[src/rtl/fault_injectable_full_adder.sv]
// Gate-level full adder with selectable single-fault injection and a parallel
// fault-free reference; all outputs registered one cycle after sampling.
module fault_injectable_full_adder #(
  parameter int unsigned NUM_FAULTS = 8
) (
  input  logic       clk,
  input  logic       rst,
  input  logic       a,
  input  logic       b,
  input  logic       cin,
  input  logic [7:0] err_in,
  output logic       sum,
  output logic       cout,
  output logic       fault_active,
  output logic       mismatch
);

  localparam int unsigned SEL_W = 8;

  localparam logic [SEL_W-1:0] F_X1_SA0 = SEL_W'(1);
  localparam logic [SEL_W-1:0] F_X1_SA1 = SEL_W'(2);
  localparam logic [SEL_W-1:0] F_G_SA0  = SEL_W'(3);
  localparam logic [SEL_W-1:0] F_G_SA1  = SEL_W'(4);
  localparam logic [SEL_W-1:0] F_P_SA0  = SEL_W'(5);
  localparam logic [SEL_W-1:0] F_P_SA1  = SEL_W'(6);
  localparam logic [SEL_W-1:0] F_S_INV  = SEL_W'(7);
  localparam logic [SEL_W-1:0] F_C_INV  = SEL_W'(8);

  logic       x1_c, s_c, g_c, p_c, c_c;
  logic [1:0] golden_c;
  logic       active_d;
  logic       sum_d, cout_d, mismatch_d;
  logic       sum_q, cout_q, fault_active_q, mismatch_q;

  // Faulted netlist: each forced net feeds every gate downstream of it.
  // Codes above NUM_FAULTS match none of the fault constants and behave as fault-free.
  always_comb begin
    x1_c = a ^ b;
    if (err_in == F_X1_SA0) x1_c = 1'b0;
    if (err_in == F_X1_SA1) x1_c = 1'b1;

    s_c = x1_c ^ cin;
    if (err_in == F_S_INV) s_c = ~s_c;

    g_c = a & b;
    if (err_in == F_G_SA0) g_c = 1'b0;
    if (err_in == F_G_SA1) g_c = 1'b1;

    p_c = x1_c & cin;
    if (err_in == F_P_SA0) p_c = 1'b0;
    if (err_in == F_P_SA1) p_c = 1'b1;

    c_c = g_c | p_c;
    if (err_in == F_C_INV) c_c = ~c_c;
  end

  // Reference result built arithmetically, independent of the netlist above.
  assign golden_c = 2'({1'b0, a}) + 2'({1'b0, b}) + 2'({1'b0, cin});

  assign active_d   = (err_in != '0) && (err_in <= SEL_W'(NUM_FAULTS));
  assign sum_d      = s_c;
  assign cout_d     = c_c;
  assign mismatch_d = ({c_c, s_c} != golden_c);

  always_ff @(posedge clk) begin
    if (rst) begin
      sum_q          <= 1'b0;
      cout_q         <= 1'b0;
      fault_active_q <= 1'b0;
      mismatch_q     <= 1'b0;
    end else begin
      sum_q          <= sum_d;
      cout_q         <= cout_d;
      fault_active_q <= active_d;
      mismatch_q     <= mismatch_d;
    end
  end

  assign sum          = sum_q;
  assign cout         = cout_q;
  assign fault_active = fault_active_q;
  assign mismatch     = mismatch_q;

endmodule

[config.mk]
export PLATFORM = sky130hd
export DESIGN_NAME = fault_injectable_full_adder
export DESIGN_NICKNAME = d
export VERILOG_FILES = /design/src/rtl/fault_injectable_full_adder.sv
export SDC_FILE = /design/constraint.sdc
export NUM_CORES = 1
export LEC_CHECK = 0
export ABC_AREA = 1
export BUFFER_PORTS_ARGS = -buffer_cell sky130_fd_sc_hd__buf_4
export CORE_AREA = 5 5 42 44
export DETAILED_ROUTE_END_ITERATION = 10
export DIE_AREA = 0 0 47 49
export PLACE_DENSITY_LB_ADDON = 0.12
export SYNTH_ARGS = -nofsm -noshare
export SYNTH_HDL_FRONTEND = slang
export SYNTH_SLANG_ARGS = --single-unit
[constraint.sdc]
create_clock -name clk -period 1.4 [get_ports clk]
set_clock_uncertainty 0.05 [all_clocks]
set_input_delay 0 -clock clk [delete_from_list [all_inputs] [get_ports clk]]
set_output_delay 0 -clock clk [all_outputs]
set_load 0.01 [all_outputs]
==> impl_metrics.tcl, run 1 <==
set metrics [dict create \
    whs_path_depth 3 \
    synth_warnings 0 \
    synth_area_leaders "dfxtp_1 21%, nand2_1 15%, inv_1 14%" \
    ant_nets 0 \
    grt_pass1_vias 486 \
    pre_cts_ws_ns -0.318 \
    path_class "in -> reg" \
    hp-start "err_in[3]" \
    num_antenna_cells 0 \
    required_ns 1.49 \
    grt_max_degree 5 \
    synth_top_area_cell "dfxtp_1" \
    slew_headroom 0.748 \
    cts_tree "built" \
    hold_class "in -> reg" \
    fin_crit_ns 1.42 \
    num_vias 477 \
    drive_gt1_frac 0.526 \
    initial_core_util 0.277 \
    netlist.area_leader.share 0.206 \
    h-tree-depth 1 \
    core_mm2 0.00140 \
    utilization 0.519 \
    vdd_drop_max_v 0.000211 \
    drt_wl_total_mm 1.03 \
    die_w_um 47 \
    power.density_mw_per_mm2 659 \
    crit_path_end_kind "flip-flop" \
    ys_top_cells_by_count "15 x nand2_1, 14 x inv_1, 5 x nor2_2" \
    gp_congestion 0.793 \
    grt_util_all_layers 0.102 \
    clockRootBuffer "clkbuf_4" \
    syn_area_per_cell_um2 6.26 \
    fmaxAchievable_mhz 706 \
    critPathArrivalTime_ns 1.51 \
    dp_hpwl_um 876 \
    grt_overflow 0 \
    drcViolationCount 0 \
    whs_ns 0.0645 \
    cts.sinks 4 \
    drtIter0Drc 4 \
    ys_seq_area_frac 0.206 \
    status "complete, but fails checks" \
    cts_buffer_depth 2 \
    synthFlopType "dfxtp_1" \
    clk_pin_slew_worst_paths_ns 0.04 \
    async_flop_share 0 \
    dieArea_mm2 0.00230 \
    vias_per_cell 4.30 \
    worst_slack_ns -0.0174 \
    hold_end "fault_active$_SDFF_PP0_" \
    synth_edf_count 0 \
    wire_per_inst_um 9.29 \
    worst_pin_slew_ns 0.369 \
    grt_pass1_wl_mm 1.76 \
    grt_antenna_before_repair 0 \
    syn_inst 62 \
    rsz0062_at_grt "true" \
    port_buffers 16 \
    ys_seq_elements 4 \
    drv_slew 0 \
    setup-tns-final_ns -0.0174 \
    cts_made_buffers 3 \
    ios 17 \
    std_cell_rows 14 \
    die-height_um 49 \
    cap_violations 0 \
    post-route-period-util 1.01 \
    drt-pass1-iter-count 2 \
    yosysMostFrequentCell "nand2_1" \
    syn_nets 78 \
    critPathMaxFanout 3 \
    finalHoldViolCount 0 \
    power_leakage_nw 0.388 \
    areaGrowthSynthToFinish_pct 87.4 \
    synth_area_um2 388 \
    violations "setup timing" \
    nets 113 \
    synth_cell_types 19 \
    worst_setup_path_start_kind "input port" \
    setup_viol 1 \
]
repair_timing:
item / 4_1_cts / 5_1_grt
endpoints found under the hold margin: 4 / 0
pin swaps: 3 / 2
buffers inserted: 0 / 1
hold buffers: 1 / 0
resized for setup: 4 / 2
setup endpoints to repair: 1 / 2
layout make-up:
class	instances	area (um2)
multi-input cells	42	305
fillers	159	674
repair buffers	30	239
well taps	16	20.0
flip-flops and latches	4	80.1
clock buffers	3	22.5
inverters	16	60.1
cells by family after synthesis:
family                     count (synthesis)  share of synthesized area
adders and majority gates                  3                      0.116
buffers and inverters                     16                      0.155
AOI/OAI and AO/OA                          6                      0.106
DFF                                        4                      0.206
and+or+nand+nor                           33                      0.416
per-layer routing:
| metal | wire length (um) | global-route usage |
|---|---|---|
| met5 | 0 | 0 |
| met4 | 23 | 0.0691 |
| met3 | 57 | 0.0111 |
| met2 | 506 | 0.158 |
| met1 | 443 | 0.125 |
worst max path at each step:
stage	startpoint	slack, ns	to	depth (start not counted)
floorplan	err_in[7]	-0.07	mismatch$_SDFF_PP0_	14
global placement	err_in[3]	-0.27	mismatch$_SDFF_PP0_	15
detailed placement	err_in[1]	-0.32	mismatch$_SDFF_PP0_	15
CTS	err_in[1]	-0.02	mismatch$_SDFF_PP0_	15
global route	err_in[1]	-0.21	mismatch$_SDFF_PP0_	15
finish	err_in[1]	-0.02	mismatch$_SDFF_PP0_	15
sequential cells by signal, summed over array words and instances, names as in the netlist:
| name | count |
|---|---|
| cout | 1 |
| mismatch | 1 |
| sum | 1 |
| fault_active | 1 |
power breakdown:
part | switching, mW | internal, mW | leakage (nW) | total [mW]
clock | 0.0511 | 0.0961 | 0.0138 | 0.147
sequential | 0.00249 | 0.125 | 0.0332 | 0.128
combinational | 0.0928 | 0.112 | 0.341 | 0.204
critical path, cell delays in order:
cell and delay, ns:
buf_4 0.12, nor2_4 0.11, nand2_2 0.06, o21ai_2 0.13, o41ai_2 0.09, ha_2 0.19
or2_1 0.20, nand2_1 0.07, nand3_2 0.09, o21ai_2 0.17, nand2_1 0.07, nand2_1 0.05
nand3_1 0.07, nand2_1 0.06, inv_1 0.03
placed cells by master (no fill, tap or decap), types with 2 or more instances in the layout:
master    instances
buf_4            26
inv_1            14
nand2_1          13
nor2_4            4
nand3_1           4
dfxtp_1           4
nand2_2           3
nand4_1           3
clkbuf_4          3
buf_6             3
inv_2             2
o21ai_2           2
nor2_2            2
metrics by stage:
stage	area, um2	instances	power (mW)
4_1_cts	713	110	0.475
5_1_grt	727	111	0.513
6_report	727	111	0.479
2_1_floorplan	434	62	0.224
3_5_place_dp	664	106	0.320
3_3_place_gp	664	106	0.317
Power figures use the tool's default switching activity.
==> run 2, diff against run 1 <==
Settings changed: CELL_PAD_IN_SITES_DETAIL_PLACEMENT from default to 1, CELL_PAD_IN_SITES_GLOBAL_PLACEMENT from default to 1, CORE_AREA 5 5 42 44 to default, CORE_MARGIN from default to 5, CORE_UTILIZATION from default to 25, CTS_CLUSTER_SIZE from default to 25, DIE_AREA 0 0 47 49 to default.
==> run 2 against run 1 <==
Against the previous run:
- the flow now finishes without violations
- power rose by 0.84%
- non-clock buffer count rose by 2
- critical path depth did not move
- fmax rose by 1.4%
- first-iteration DRC count fell by 100%
- utilization fell by 1.2 points
- setup slack improved by 0.020 ns
- clock-buffer cell count did not move
- die area rose by 5.9%
- combinational power rose by 4%
- critical path type unchanged
- largest cell class unchanged
==> impl_metrics.tcl, run 2 (synthesis results as in run 1) <==
set metrics [dict create \
    setup-tns-final_ns 0 \
    fin_crit_ns 1.40 \
    die-height_um 49.4 \
    p_sw_frac 0.305 \
    ant_nets 0 \
    grt_antenna_before_repair 0 \
    wire_per_inst_um 10.8 \
    cts_buffer_depth 2 \
    critPathMaxFanout 3 \
    post-route-period-util 0.998 \
    die_w_um 49.4 \
    drv_slew 0 \
    final_cell_mix "26 x buf_4, 14 x inv_1, 14 x nand2_1" \
    finalPower_uw 483 \
    dieArea_mm2 0.00244 \
    slew_headroom 0.745 \
    power.density_mw_per_mm2 641 \
    required_ns 1.48 \
    drtIter0Drc 0 \
    worst_pin_slew_ns 0.373 \
    dp_hpwl_mm 1.01 \
    grt_util_all_layers 0.113 \
    drive_gt1_frac 0.526 \
    clock_power_share 0.299 \
    p_switching_uw 147 \
    cts_tree "built" \
    utilization 0.507 \
    port_buffers 16 \
    nets 115 \
    grt_pass1_vias 559 \
    fmaxAchievable_mhz 716 \
    place_area_um2 657 \
    fin_area_um2 754 \
    ios 17 \
    cts.sinks 4 \
    finalHoldViolCount 0 \
    rsz0062_at_grt "true" \
    drt-pass1-iter-count 1 \
    seqPwrFrac 0.264 \
    hold_class "in -> reg" \
    std_cell_rows 14 \
    grt_max_degree 5 \
    combPwrFrac 0.438 \
    num_antenna_cells 0 \
    num_vias 526 \
    crit_path_end_kind "flip-flop" \
    clk_pin_slew_worst_paths_ns 0.04 \
    internal_power_uw 336 \
    h-tree-depth 1 \
    gp_congestion 0.800 \
    cts_made_buffers 3 \
    initial_core_util 0.261 \
    areaGrowthSynthToFinish_pct 94.5 \
    core_mm2 0.00149 \
    critPathArrivalTime_ns 1.48 \
    setup_viol 0 \
    grt_overflow 0 \
    power_leakage_nw 0.409 \
    drt_wl_total_mm 1.22 \
    worst_setup_path_start_kind "input port" \
    clockRootBuffer "clkbuf_4" \
    path_class "in -> reg" \
    vdd_drop_max_v 0.000171 \
    vias_per_cell 4.65 \
    layout_commonest_cell "buf_4" \
    grt_pass1_wl_mm 2.23 \
    status "finished clean" \
    drcViolationCount 0 \
    cap_violations 0 \
]
==> run 2: routing by layer <==
layer / part of all wire / track usage / vias up
met5: 0 / 0 / -
met1: 0.42 / 0.126 / 246
met3: 0.043 / 0.0183 / 2
met4: 0.014 / 0.0524 / 0
met2: 0.52 / 0.204 / 13
li1: - / - / 265
==> run 2: worst paths after layout <==
check / start / endpoint / slack, ns / cells after the start
setup / recovery: err_in[7] / mismatch$_SDFF_PP0_ / 0.002 / 15
hold / removal: err_in[3] / fault_active$_SDFF_PP0_ / 0.08 / 3
==> run 2: layout make-up <==
cell class / count / area, um2
fill: 199 / 734
inverter: 16 / 60.1
tap: 16 / 20.0
multi-input combinational: 42 / 310
timing repair buffer: 32 / 262
clock buffer: 3 / 22.5
sequential: 4 / 80.1
==> run 2: per-stage QoR <==
| stage | hold WS (ns) | instances | setup slack [ns] |
|---|---|---|---|
| finish | 0.0811 | 113 | 0.00245 |
| detailed placement | 0.146 | 105 | -0.339 |
| CTS | 0.0694 | 113 | -0.00809 |
| global route | 0.0919 | 113 | -0.140 |
| floorplan | 0.0191 | 62 | -0.0651 |
| global placement | 0.146 | 105 | -0.294 |
==> run 2: repair_timing <==
action,CTS,global route
hold buffers,1,0
setup buffers,4,0
setup endpoints to repair,2,2
hold endpoints to repair,4,0
pin swaps,8,3
resized for setup,6,2
==> run 2: critical path, cell delays in order <==
cell and delay [ns]:
buf_6 0.09, nor2_4 0.12, nand2_4 0.08, o21ai_2 0.14, o41ai_2 0.08, ha_2 0.17, or2_1 0.20, nand2_1 0.07
nand3_2 0.10, o21ai_4 0.16, nand2_1 0.06, nand2_1 0.05, nand3_1 0.06, nand2_1 0.06, inv_1 0.03
==> run 2: power by group through the flow <==
stage                     clock network (mW)  logic [mW]  registers, mW
after global routing                   0.161       0.236          0.129
after CTS                              0.151       0.209          0.128
after detailed placement                   0       0.194          0.129
after global placement                     0       0.188          0.129
final                                  0.144       0.212          0.128
after floorplan                            0      0.0887          0.135
==> run 3, diff against run 2 <==
Settings changed: CTS_CLUSTER_SIZE 25 to default, HOLD_SLACK_MARGIN from default to 0.12.
==> run 3 against run 2 <==
Against the previous run:
- global-route usage is 0.12 points lower
- fmax hardly changed
- sequential share of layout area is 0.41 points lower
- highest routed layer unchanged
- combinational power hardly changed
==> impl_metrics.tcl, run 3 (synthesis results as in run 1) <==
set metrics [dict create \
    cts_made_buffers 3 \
    ant_nets 0 \
    hold_end "fault_active$_SDFF_PP0_" \
    grt_antenna_before_repair 0 \
    drt-pass1-iter-count 2 \
    path_class "in -> reg" \
    crit_path_end_kind "flip-flop" \
    grt_pass1_wl_mm 2.24 \
    wire_per_inst_um 10.6 \
    die-height_um 49.4 \
    nets 118 \
    drv_slew 0 \
    placedCellCount 105 \
    finalHoldViolCount 0 \
    grt_overflow 0 \
    gp_congestion 0.800 \
    critPathArrivalTime_ns 1.48 \
    dieArea_mm2 0.00244 \
    drive_gt1_frac 0.510 \
    layout_commonest_cell "buf_4" \
    fillCellCount 200 \
    crit_slowest_cell "or2_1" \
    use_met2 0.195 \
    required_ns 1.48 \
    fin_crit_ns 1.40 \
    cts_buffer_depth 2 \
    vdd_drop_max_v 0.000170 \
    cts.sinks 4 \
    num_vias 529 \
    vias_per_cell 4.56 \
    cts_tree "built" \
    place_area_um2 657 \
    worst_pin_slew_ns 0.376 \
    worst_setup_path_start_kind "input port" \
    gr-max-usage-layer "met2" \
    num_antenna_cells 0 \
    final_cell_mix "26 x buf_4, 14 x inv_1, 14 x nand2_1" \
    port_buffers 16 \
    status "finished clean" \
    grtUsageMet3 0.0183 \
    hold_class "in -> reg" \
    post-route-period-util 0.998 \
    h-tree-depth 1 \
    cpMostUsedCell "nand2_1" \
    power.density_mw_per_mm2 618 \
    worst_slack_ns 0.00316 \
    utilization 0.527 \
    pre_cts_ws_ns -0.339 \
    slew_headroom 0.743 \
    die_w_um 49.4 \
    grt.met1_usage 0.130 \
    crit_chain "buf_6 -> nor2_4 -> nand2_4 -> o21ai_2 -> o41ai_2 -> ha_2 -> or2_1 -> nand2_1 -> nand3_2 -> o21ai_4 -> nand2_1 -> nand2_1 -> nand3_1 -> nand2_1 -> inv_1" \
    crit_path_max_incr_delay_ns 0.20 \
    grt_util_all_layers 0.112 \
    fin_area_um2 785 \
    grt_max_degree 5 \
    core_mm2 0.00149 \
    drtIter0Drc 2 \
    setup_viol 0 \
    initial_core_util 0.261 \
    fmaxAchievable_mhz 716 \
    clockRootBuffer "clkbuf_4" \
    power_leakage_nw 0.419 \
    dp_hpwl_mm 1.01 \
    clk_pin_slew_worst_paths_ns 0.04 \
    drcViolationCount 0 \
    std_cell_rows 14 \
    hp-start "err_in[0]" \
    cap_violations 0 \
    ios 17 \
    whs_path_depth 5 \
    critPathMaxFanout 3 \
    whs_ns 0.219 \
    grt_pass1_vias 569 \
    rsz0062_at_grt "true" \
    drt_wl_total_mm 1.22 \
    areaGrowthSynthToFinish_pct 102 \
    stdcell_count 116 \
]
run 3: changes by cell type in the layout (fill, tap and decap cells not counted), sizes merged:
cell	previous run	this run
dlygate4sd3	1	4
run 3: through the flow:
step           power (mW)  TNS [ns]
3_5_place_dp        0.324    -0.732
6_report            0.485         0
5_1_grt             0.532    -0.221
4_1_cts             0.493  -0.00809
3_3_place_gp        0.317    -0.632
2_1_floorplan       0.224   -0.0651
run 3: layer usage:
layer | routed length, um | share of wire
met1 | 505 | 0.41
met2 | 650 | 0.53
met3 | 52 | 0.042
met4 | 17 | 0.014
met5 | 0 | 0
run 3: layout make-up:
class,instances,area [um2],area share
repair buffers,35,292,0.372
inverters,16,60.1,0.0766
well taps,16,20.0,0.0255
multi-input cells,42,310,0.396
clock buffers,3,22.5,0.0287
flip-flops and latches,4,80.1,0.102
run 3: worst max-delay path, delay by kind of cell:
kind	cells	cell delay [ns]
AND/OR/NAND/NOR	9	0.80
AO/OA/AOI/OAI	3	0.38
adder cells (fa/ha/maj)	1	0.17
buffers and inverters	2	0.12
run 3: worst max path at each step:
stage / startpoint / end / cells after the start
4_1_cts: err_in[4] / mismatch$_SDFF_PP0_ / 15
5_1_grt: err_in[2] / mismatch$_SDFF_PP0_ / 12
3_3_place_gp: err_in[7] / mismatch$_SDFF_PP0_ / 15
6_report: err_in[7] / mismatch$_SDFF_PP0_ / 15
2_1_floorplan: err_in[7] / mismatch$_SDFF_PP0_ / 14
3_5_place_dp: err_in[7] / mismatch$_SDFF_PP0_ / 15
run 3: timing repair:
action                                 4_1_cts  5_1_grt
endpoints found under the hold margin        4        0
hold buffers                                 4        0
resized for setup                            6        2
pin swaps                                    8        2
buffers inserted                             4        0
setup endpoints to repair                    2        3
run 3: power breakdown:
part | internal (mW) | switching [mW] | total, mW
logic | 0.119 | 0.0961 | 0.215
clock network | 0.0958 | 0.0456 | 0.141
registers | 0.125 | 0.00275 | 0.128
total | 0.340 | 0.144 | 0.485
